## src/rtl/fft_adc_loader.sv

```systemverilog
// Front-end loader for fft_top: writes one 2048-sample ADC frame across four
// RAM banks, launches the FFT, then waits for a rising oRDY before re-arming.
module fft_adc_loader #(
  parameter int DATA_W = 16,
  parameter int ADDR_W = 9,
  parameter int BANKS  = 4,
  parameter int CNT_W  = 16
) (
  input  logic              iCLK,
  input  logic              iRESET,
  input  logic [DATA_W-1:0] iDATA,
  input  logic              iVALID,
  input  logic              iFFT_RDY,
  output logic [DATA_W-1:0] oDATA,
  output logic [ADDR_W-1:0] oADDR_WR_0,
  output logic [ADDR_W-1:0] oADDR_WR_1,
  output logic [ADDR_W-1:0] oADDR_WR_2,
  output logic [ADDR_W-1:0] oADDR_WR_3,
  output logic              oWE_0,
  output logic              oWE_1,
  output logic              oWE_2,
  output logic              oWE_3,
  output logic              oSTART,
  output logic              oACCEPT,
  output logic              oOVERRUN,
  output logic [CNT_W-1:0]  oDROP_CNT,
  output logic [7:0]        oFRAMES
);

  localparam int BANK_W = $clog2(BANKS);
  localparam int SCNT_W = ADDR_W + BANK_W;

  typedef enum logic [1:0] {FILL, LAUNCH, WAIT_FFT} state_e;

  state_e                        state_q, state_d;
  logic [SCNT_W-1:0]             cnt_q, cnt_d;
  logic                          rdy_q;
  logic [DATA_W-1:0]             data_q, data_d;
  logic [BANKS-1:0][ADDR_W-1:0]  addr_q, addr_d;
  logic [BANKS-1:0]              we_q, we_d;
  logic                          start_q, start_d;
  logic                          accept_q, accept_d;
  logic                          overrun_q, overrun_d;
  logic [CNT_W-1:0]              drop_cnt_q, drop_cnt_d;
  logic [7:0]                    frames_q, frames_d;

  logic              take;
  logic              rdy_rise;
  logic [BANK_W-1:0] bank;

  assign take     = (state_q == FILL) && iVALID;
  assign rdy_rise = (state_q == WAIT_FFT) && iFFT_RDY && !rdy_q;
  assign bank     = cnt_q[SCNT_W-1:ADDR_W];

  always_ff @(posedge iCLK) begin
    if (iRESET) state_q <= FILL;
    else        state_q <= state_d;
  end

  always_comb begin
    state_d = state_q;
    unique case (state_q)
      FILL:     if (take && (&cnt_q)) state_d = LAUNCH;
      LAUNCH:   state_d = WAIT_FFT;
      WAIT_FFT: if (rdy_rise) state_d = FILL;
      default:  state_d = FILL;
    endcase
  end

  always_comb begin
    cnt_d      = cnt_q;
    data_d     = data_q;
    addr_d     = addr_q;
    we_d       = '0;
    start_d    = (state_q == LAUNCH);
    accept_d   = (state_d == FILL);
    overrun_d  = overrun_q;
    drop_cnt_d = drop_cnt_q;
    frames_d   = frames_q;
    if (take) begin
      data_d       = iDATA;
      addr_d[bank] = cnt_q[ADDR_W-1:0];
      we_d[bank]   = 1'b1;
      cnt_d        = cnt_q + SCNT_W'(1);
    end
    if (iVALID && (state_q != FILL)) begin
      overrun_d = 1'b1;
      if (drop_cnt_q != '1) drop_cnt_d = drop_cnt_q + CNT_W'(1);
    end
    if (rdy_rise) frames_d = frames_q + 8'd1;
  end

  // rdy_q follows iFFT_RDY every cycle, so a level already high at launch
  // never looks like a fresh edge; only a low-then-high sequence completes.
  always_ff @(posedge iCLK) begin
    if (iRESET) begin
      cnt_q      <= '0;
      rdy_q      <= 1'b0;
      data_q     <= '0;
      addr_q     <= '0;
      we_q       <= '0;
      start_q    <= 1'b0;
      accept_q   <= 1'b1;
      overrun_q  <= 1'b0;
      drop_cnt_q <= '0;
      frames_q   <= '0;
    end else begin
      cnt_q      <= cnt_d;
      rdy_q      <= iFFT_RDY;
      data_q     <= data_d;
      addr_q     <= addr_d;
      we_q       <= we_d;
      start_q    <= start_d;
      accept_q   <= accept_d;
      overrun_q  <= overrun_d;
      drop_cnt_q <= drop_cnt_d;
      frames_q   <= frames_d;
    end
  end

  assign oDATA      = data_q;
  assign oADDR_WR_0 = addr_q[0];
  assign oADDR_WR_1 = addr_q[1];
  assign oADDR_WR_2 = addr_q[2];
  assign oADDR_WR_3 = addr_q[3];
  assign oWE_0      = we_q[0];
  assign oWE_1      = we_q[1];
  assign oWE_2      = we_q[2];
  assign oWE_3      = we_q[3];
  assign oSTART     = start_q;
  assign oACCEPT    = accept_q;
  assign oOVERRUN   = overrun_q;
  assign oDROP_CNT  = drop_cnt_q;
  assign oFRAMES    = frames_q;

endmodule

```

## config.mk

```make
export PLATFORM = sky130hd
export DESIGN_NAME = fft_adc_loader
export DESIGN_NICKNAME = d
export VERILOG_FILES = /design/src/rtl/fft_adc_loader.sv
export SDC_FILE = /design/constraint.sdc
export NUM_CORES = 1
export LEC_CHECK = 0
export CAP_MARGIN = 20
export CORE_ASPECT_RATIO = 1.2
export CORE_UTILIZATION = 48
export DETAILED_ROUTE_END_ITERATION = 7
export MAX_ROUTING_LAYER = met4
export PLACE_DENSITY = 0.8
export SYNTH_ARGS = -nofsm -noshare
export SYNTH_HDL_FRONTEND = slang
export SYNTH_SLANG_ARGS = --single-unit
```

## constraint.sdc

```tcl
create_clock -name iCLK -period 2.32 [get_ports iCLK]
set_input_delay 0.464 -clock iCLK [delete_from_list [all_inputs] [get_ports iCLK]]
set_output_delay 0.464 -clock iCLK [all_outputs]
set_load 0.05 [all_outputs]
```

==> results of run 1 <==
where the power goes:
group	switching (mW)	internal, mW	total [mW]
combinational	0.137	0.0879	0.224
clock	0.606	0.409	1.01
sequential	0.0181	1.69	1.70
total	0.760	2.18	2.94
area by class of cell:
type | count | share of cell area (%)
multi-input combinational | 279 | 33.9
sequential | 97 | 37.7
timing repair buffer | 118 | 22.3
inverter | 3 | 0.219
clock buffer | 9 | 2.41
clock inverter | 7 | 1.14
tap | 92 | 2.24
synthesized netlist by cell type (2+ instances only):
master and instances:
a31oi_1 2, dfxtp_1 97, or4_1 6, inv_1 3, nand3b_1 2, and4_1 4
nor4_1 2, or3_1 6, xnor2_1 5, nor3b_1 2, nand2_1 42, o21ai_0 7
nor2b_1 2, ha_1 3, buf_4 2, a211oi_1 2, buf_2 8, clkbuf_1 14
and3_1 5, nand4_1 9, buf_1 2, nand2b_1 2, mux2i_1 38, a21oi_1 30
nand3_1 10, xor2_1 12, o31ai_1 6, o211ai_1 2, nor3_1 4, nor2_1 64
nand4_2 2
routing by layer:
| metal | wire length, um | vias to the layer above | global-route usage, % |
|---|---|---|---|
| met3 | 276 | 16 | 4.40 |
| met4 | 172 | 0 | 8.09 |
| li1 | - | 1611 | - |
| met1 | 3760 | 1530 | 25.2 |
| met2 | 4430 | 77 | 37.6 |
| met5 | 0 | - | - |
layout by cell type, fill, tap and decap left out, drive strengths merged, types with 3 or more instances in the layout:
cell type	netlist	final
o21ai	7	7
clkbuf	14	9
nor3	4	4
or3	6	6
a21oi	30	30
nor4	4	4
inv	3	7
nand2	42	42
nand3	10	10
nor2	64	64
and3	5	5
xor2	12	12
dfxtp	97	97
ha	3	3
or4	6	6
nand4	11	11
o31ai	6	6
clkdlybuf4s50	0	101
mux2i	38	38
xnor2	5	5
nor3b	3	3
buf	12	17
and4	4	4
tightest hold or removal path, stage by stage, from the launching register on:
cell     delay, ps
dfxtp_1        320
nand2_1         50
a21oi_1         50
state kept, by name, summed over array words and instances, names as in the netlist:
| name | cells |
|---|---|
| cnt_q | 11 |
| oACCEPT | 1 |
| oADDR_WR_0 | 9 |
| oADDR_WR_1 | 9 |
| oADDR_WR_2 | 9 |
| oADDR_WR_3 | 9 |
| oDATA | 16 |
| oDROP_CNT | 16 |
| oFRAMES | 8 |
| oOVERRUN | 1 |
| oSTART | 1 |
| rdy_q | 1 |
| state_q | 2 |
| we_q | 4 |
worst max-delay path by stage:
stage / endpoint / from / slack [ps] / depth (start not counted)
floorplan: oDROP_CNT[1] / oDROP_CNT[0] / 210 / 5
global placement: cnt_q[7] / iVALID / 40 / 6
detailed placement: cnt_q[7] / iVALID / 10 / 6
CTS: oDROP_CNT[8] / oDROP_CNT[8] / 170 / 1
global route: oDROP_CNT[2] / oDROP_CNT[2] / 110 / 1
finish: oDROP_CNT[5] / oDROP_CNT[5] / 160 / 1
stage by stage:
| step | area (um2) | utilization, % | hold WS (ps) |
|---|---|---|---|
| after floorplan | 3800 | - | 500 |
| after global placement | 4960 | 64.8 | 442 |
| after detailed placement | 4960 | 64.8 | 445 |
| after CTS | 5150 | 67.2 | 460 |
| after global routing | 5150 | 67.2 | 480 |
| final | 5150 | 67.2 | 457 |
cells by family (layout without fill, tap and decap cells):
family,count (synthesis),after routing
AOI/OAI and AO/OA,53,53
and+or+nand+nor,168,168
buffers and inverters,29,137
xor gates and xnor gates,17,17
DFF,97,97
adders and majority gates,3,3
muxes,38,38
==> metrics.txt, run 1 <==
Reg-to-Reg End oDROP_CNT[1]; Setup TNS 0 ps; Place WS 13.6 ps; GP Congestion 0.830; Vias/cell 5.35; largest family of logic cells by synthesized area simple AND/OR/NAND/NOR gates; slew margin rel. 58.4%; crit-path cells clkdlybuf4s50_1; top cells by area, synth dfxtp_1 51%, mux2i_1 10%, nor2_1 6.3%; # fillers 646; Post-synth EDFFs 0; Post-Syn Instances 405; iteration-0 DRC count of the detailed router 134; Layout Nets 531; placed insts 589; root buf cell clkbuf_8; syn_nets 428; first-pass GRT wire length 14.3 mm; Worst Reg-to-Reg Cells 5; Leak Pwr 2.00 nW; clk_lat worst skew 350 ps; post-synth top area share 51.0%; Multi-input gate area 0.00175 mm2; Total GRT Usage 21.9%; hold_buf cts 0; worst vdd ir 430 uV; core area 0.00766 mm2; Routed Wire Length 8.64 mm; area grow syn2layout 35.3%; fin crit share 93.1%; Slowest-stage cell, CP clkdlybuf4s50_1; RSZ-0062 raised after global routing false; max-cap violations 0; Hold Path Origin oDATA[9]; FF-to-FF setup slack 360 ps; Die Wd 83.3 um; status finished, final reports clean; CP required 1860 ps; Yosys Warn Count 0; Final Slew Violations 0; layout cells sized above 1 8.19%; Worst Setup Slack, final 159 ps; Num CTS Buffers 9; routed len/inst 14.3 um; Synth Area in XOR/XNOR 3.91%; Clock Skew 12.6 ps; Synth area leader dfxtp_1; Yosys cell types 41; Initial Util 49.6%; Ant. Diodes 0; clock sink count 97; Cell Rows 35; Final Non-Filler Cells 605; vias in the first global route 3072; CP arrival 1700 ps; Routed Antenna Nets 0; die area 0.00829 mm2; Worst path max stage delay 860 ps; initial antenna violation count 0; Worst Path Buf+Inv 1; total grt overflow 0; Die Y 99.5 um; maximum clock frequency 0.463 GHz; Final Power 2.94 mW; area share of fa/ha/maj cells after synthesis 0.987%; Syn Area/Cell 9.39 um2; critical setup path kind reg2out; Longest Clk Path Bufs 2; Compound-Gate Fraction of Synth Area 8.75%; Reg area 0.00194 mm2; Hold Crit Class reg2reg; vias 3234; hpwl dp 6.12 mm; fin crit period 2160 ps; largest net degree at the start of global routing 34; post-synthesis cell area 0.00380 mm2; Min-Delay Endpoint oDATA[9]; part of the Yosys area used for sequential elements 51.0%; H-tree Lvls 3; I/O pins 103; post-CTS sizing 0; final hold violations 0; PortBufs 102; Yosys reg bits 97; clock tree from TritonCTS done; Hold Path Cell Cnt 2; CP Launch Type flip-flop; Synth async-reset ratio 0%; Least-Margin Pin Slew 624 ps; final setup vio count 0; CP delay by family, top buffers and inverters; # DRC 0; CP Capture Type primary output; post-synthesis mux area share 10.0%; simple-gate share of the synthesized area 22.0%; crit-path max FO 8; PD cells 572 mW/mm2; Setup Fix Bufs, Post-CTS 0; clk slew on worst S/H paths 100 ps; Worst R2R Start oDROP_CNT[0]; DR pass1 iterations 4; ys flop type dfxtp_1
(Power assumes the default switching activity.)
==> run 2: changes to the inputs <==
- CORE_UTILIZATION: 48 -> 43
- CTS_CLUSTER_SIZE: not set -> 14
- PLACE_DENSITY: 0.8 -> 0.75
- clock period: 2.32 -> 1.8 ns (I/O delays scaled with it)
==> run 2 against run 1 <==
  * Utilization is 6.8 points lower
  * Critical path depth is 5 higher
  * Setup slack worse by 65 ps
  * Clock skew is 2.7 ps lower
  * Final cell count is 6.3% higher
  * First-iteration DRC count is 37% lower
  * Highest routed layer unchanged
  * Via count is 2.8% higher
  * Critical path type is now reg2reg
  * Combinational power is 33% higher
  * Flip-flop and latch count stayed put
  * Global-route usage is 0.86 points lower
==> metrics.txt, run 2 (synthesized netlist as in run 1, its figures left out) <==
status finished, final reports clean; I/O pins 103 (unchanged); commonest cells after routing, fill and taps aside 109 x buf_4, 83 x dfxtp_1, 64 x nor2_1, 42 x nand2_1, 38 x mux2i_1; Routed Wire Length 9.14 mm (+5.8%); H-tree Lvls 3 (unchanged); P_int 3.00 mW (+37%); hold_buf cts 0 (unchanged); Layout Nets 545 (+2.6%); die area 0.00923 mm2 (+11%); clock power share 36.8% (+2.3 points); Ant. Diodes 0 (unchanged); Final Slew Violations 0 (unchanged); Hold Crit Class reg2reg; root buf cell clkbuf_8; area grow syn2layout 35.9%; critical setup path kind reg2reg; clk_lat worst skew 350 ps (about the same); total grt overflow 0 (unchanged); max-cap violations 0 (unchanged); GP Congestion 0.807 (-2.8%); worst vdd ir 441 uV (+2.6%); Clock Skew 9.85 ps (-2.72 ps); # fillers 738 (+14%); logic gate share of total power 7.5% (about the same); Hold Path Cell Cnt 2 (unchanged); hpwl dp 6.43 mm (+5.1%); maximum clock frequency 0.586 GHz; PortBufs 102 (unchanged); Die Wd 87.9 um (+5.5%); clock tree from TritonCTS done; Leak Pwr 2.29 nW (+15%); clock sink count 97 (unchanged); layout cells sized above 1 29.3% (+21 points); Die Y 105 um (+5.5%); part of the power in registers 55.7% (-2.2 points); Initial Util 44.4% (-5.2 points); Total GRT Usage 21.0% (-0.86 points); Cell Rows 37 (+5.7%); DR pass1 iterations 4 (unchanged); Final Power 3.94 mW (+34%); slew margin rel. 57.8% (-0.62 points); clk slew on worst S/H paths 90 ps (about the same); Setup TNS 0 ps (unchanged); Num CTS Buffers 9 (unchanged); initial antenna violation count 0 (unchanged); Worst R2R Start oDROP_CNT[1]; Final Util 60.4% (-6.8 points); Min-Delay Endpoint oDATA[11]; first-pass GRT wire length 14.7 mm (+2.9%); Place WS -417 ps (-431 ps); CP arrival 1960 ps (+260 ps); core area 0.00856 mm2 (+12%); Longest Clk Path Bufs 2 (unchanged); fin crit share 94.8%; PD cells 762 mW/mm2 (+33%); commonest non-fill, non-tap cell in the layout buf_4; # DRC 0 (unchanged); RSZ-0062 raised after global routing true; Reg-to-Reg End oDROP_CNT[1]; final setup vio count 0 (unchanged); hold slack 459 ps (+2.25 ps); fin crit period 1710 ps; vias 3323 (+2.8%); CP Capture Type flip-flop; Worst Reg-to-Reg Cells 6 (+1); iteration-0 DRC count of the detailed router 84 (-37%); P_sw 937 uW (+23%); CP required 2050 ps (+190 ps); Worst Setup Slack, final 93.9 ps (-65.4 ps); Vias/cell 5.17 (-3.3%); largest net degree at the start of global routing 35 (+2.9%); CP Launch Type flip-flop; routed len/inst 14.2 um (-0.47%); Final Instance Area 0.00517 mm2 (+0.46%); Least-Margin Pin Slew 633 ps (+9.35 ps); Routed Antenna Nets 0 (unchanged); placed insts 627 (+6.5%); crit-path max FO 5 (-3); FF-to-FF setup slack 90 ps (-270 ps); DP Area 0.00494 mm2 (-0.48%); Final Non-Filler Cells 643 (+6.3%); Sw Ratio 23.8% (-2.0 points); vias in the first global route 3118 (+1.5%); Hold Path Origin oDATA[11]; final hold violations 0 (unchanged)
==> run 2: routing by layer <==
layer	track usage (%)	share of wire [%]	vias to the layer above
met5	-	0	-
met4	8.90	1.9	0
met2	34.5	52	82
li1	-	-	1636
met1	25.3	42	1592
met3	3.08	4.1	13
==> run 2: final cells by class <==
cell class | instances | area (um2) | area share, %
Clock inverter | 4 | 51.3 | 0.992
Clock buffer | 11 | 151 | 2.93
Timing Repair Buffer | 132 | 1090 | 21.0
Tap cell | 117 | 146 | 2.83
Inverter | 3 | 11.3 | 0.218
Sequential cell | 97 | 1960 | 37.9
Multi-Input combinational cell | 279 | 1760 | 34.1
==> run 2: critical path, stage by stage (launching register included) <==
cell and delay, ps:
dfxtp_2 370, ha_1 200, nand4_2 260, o41ai_4 350
buf_4 190, mux2i_1 180, nor2_1 50
==> run 2: how the worst max path moves through the flow <==
stage / start / end / slack, ps / cells past startpoint
after CTS: iVALID / cnt_q[7] / 20 / 6
after global placement: iVALID / cnt_q[7] / -410 / 6
after floorplan: oDROP_CNT[11] / oDROP_CNT[1] / -40 / 4
after detailed placement: iVALID / cnt_q[7] / -420 / 6
after global routing: oDROP_CNT[1] / oDROP_CNT[1] / -3 / 6
final: oDROP_CNT[1] / oDROP_CNT[1] / 90 / 6
==> run 2: power groups by stage <==
stage               Clock, mW  Sequential [mW]  Combinational [mW]
floorplan                   0             2.32              0.0909
CTS                      1.49             2.19               0.299
finish                   1.45             2.19               0.297
global route             1.58             2.20               0.316
detailed placement          0             2.24               0.297
global placement            0             2.24               0.293
==> run 2: what timing repair did <==
action                                  4_1_cts  5_1_grt
endpoints found under the setup margin        5       16
pin swaps                                     0        1
gates resized for setup                       1        3
setup buffers                                 0        1
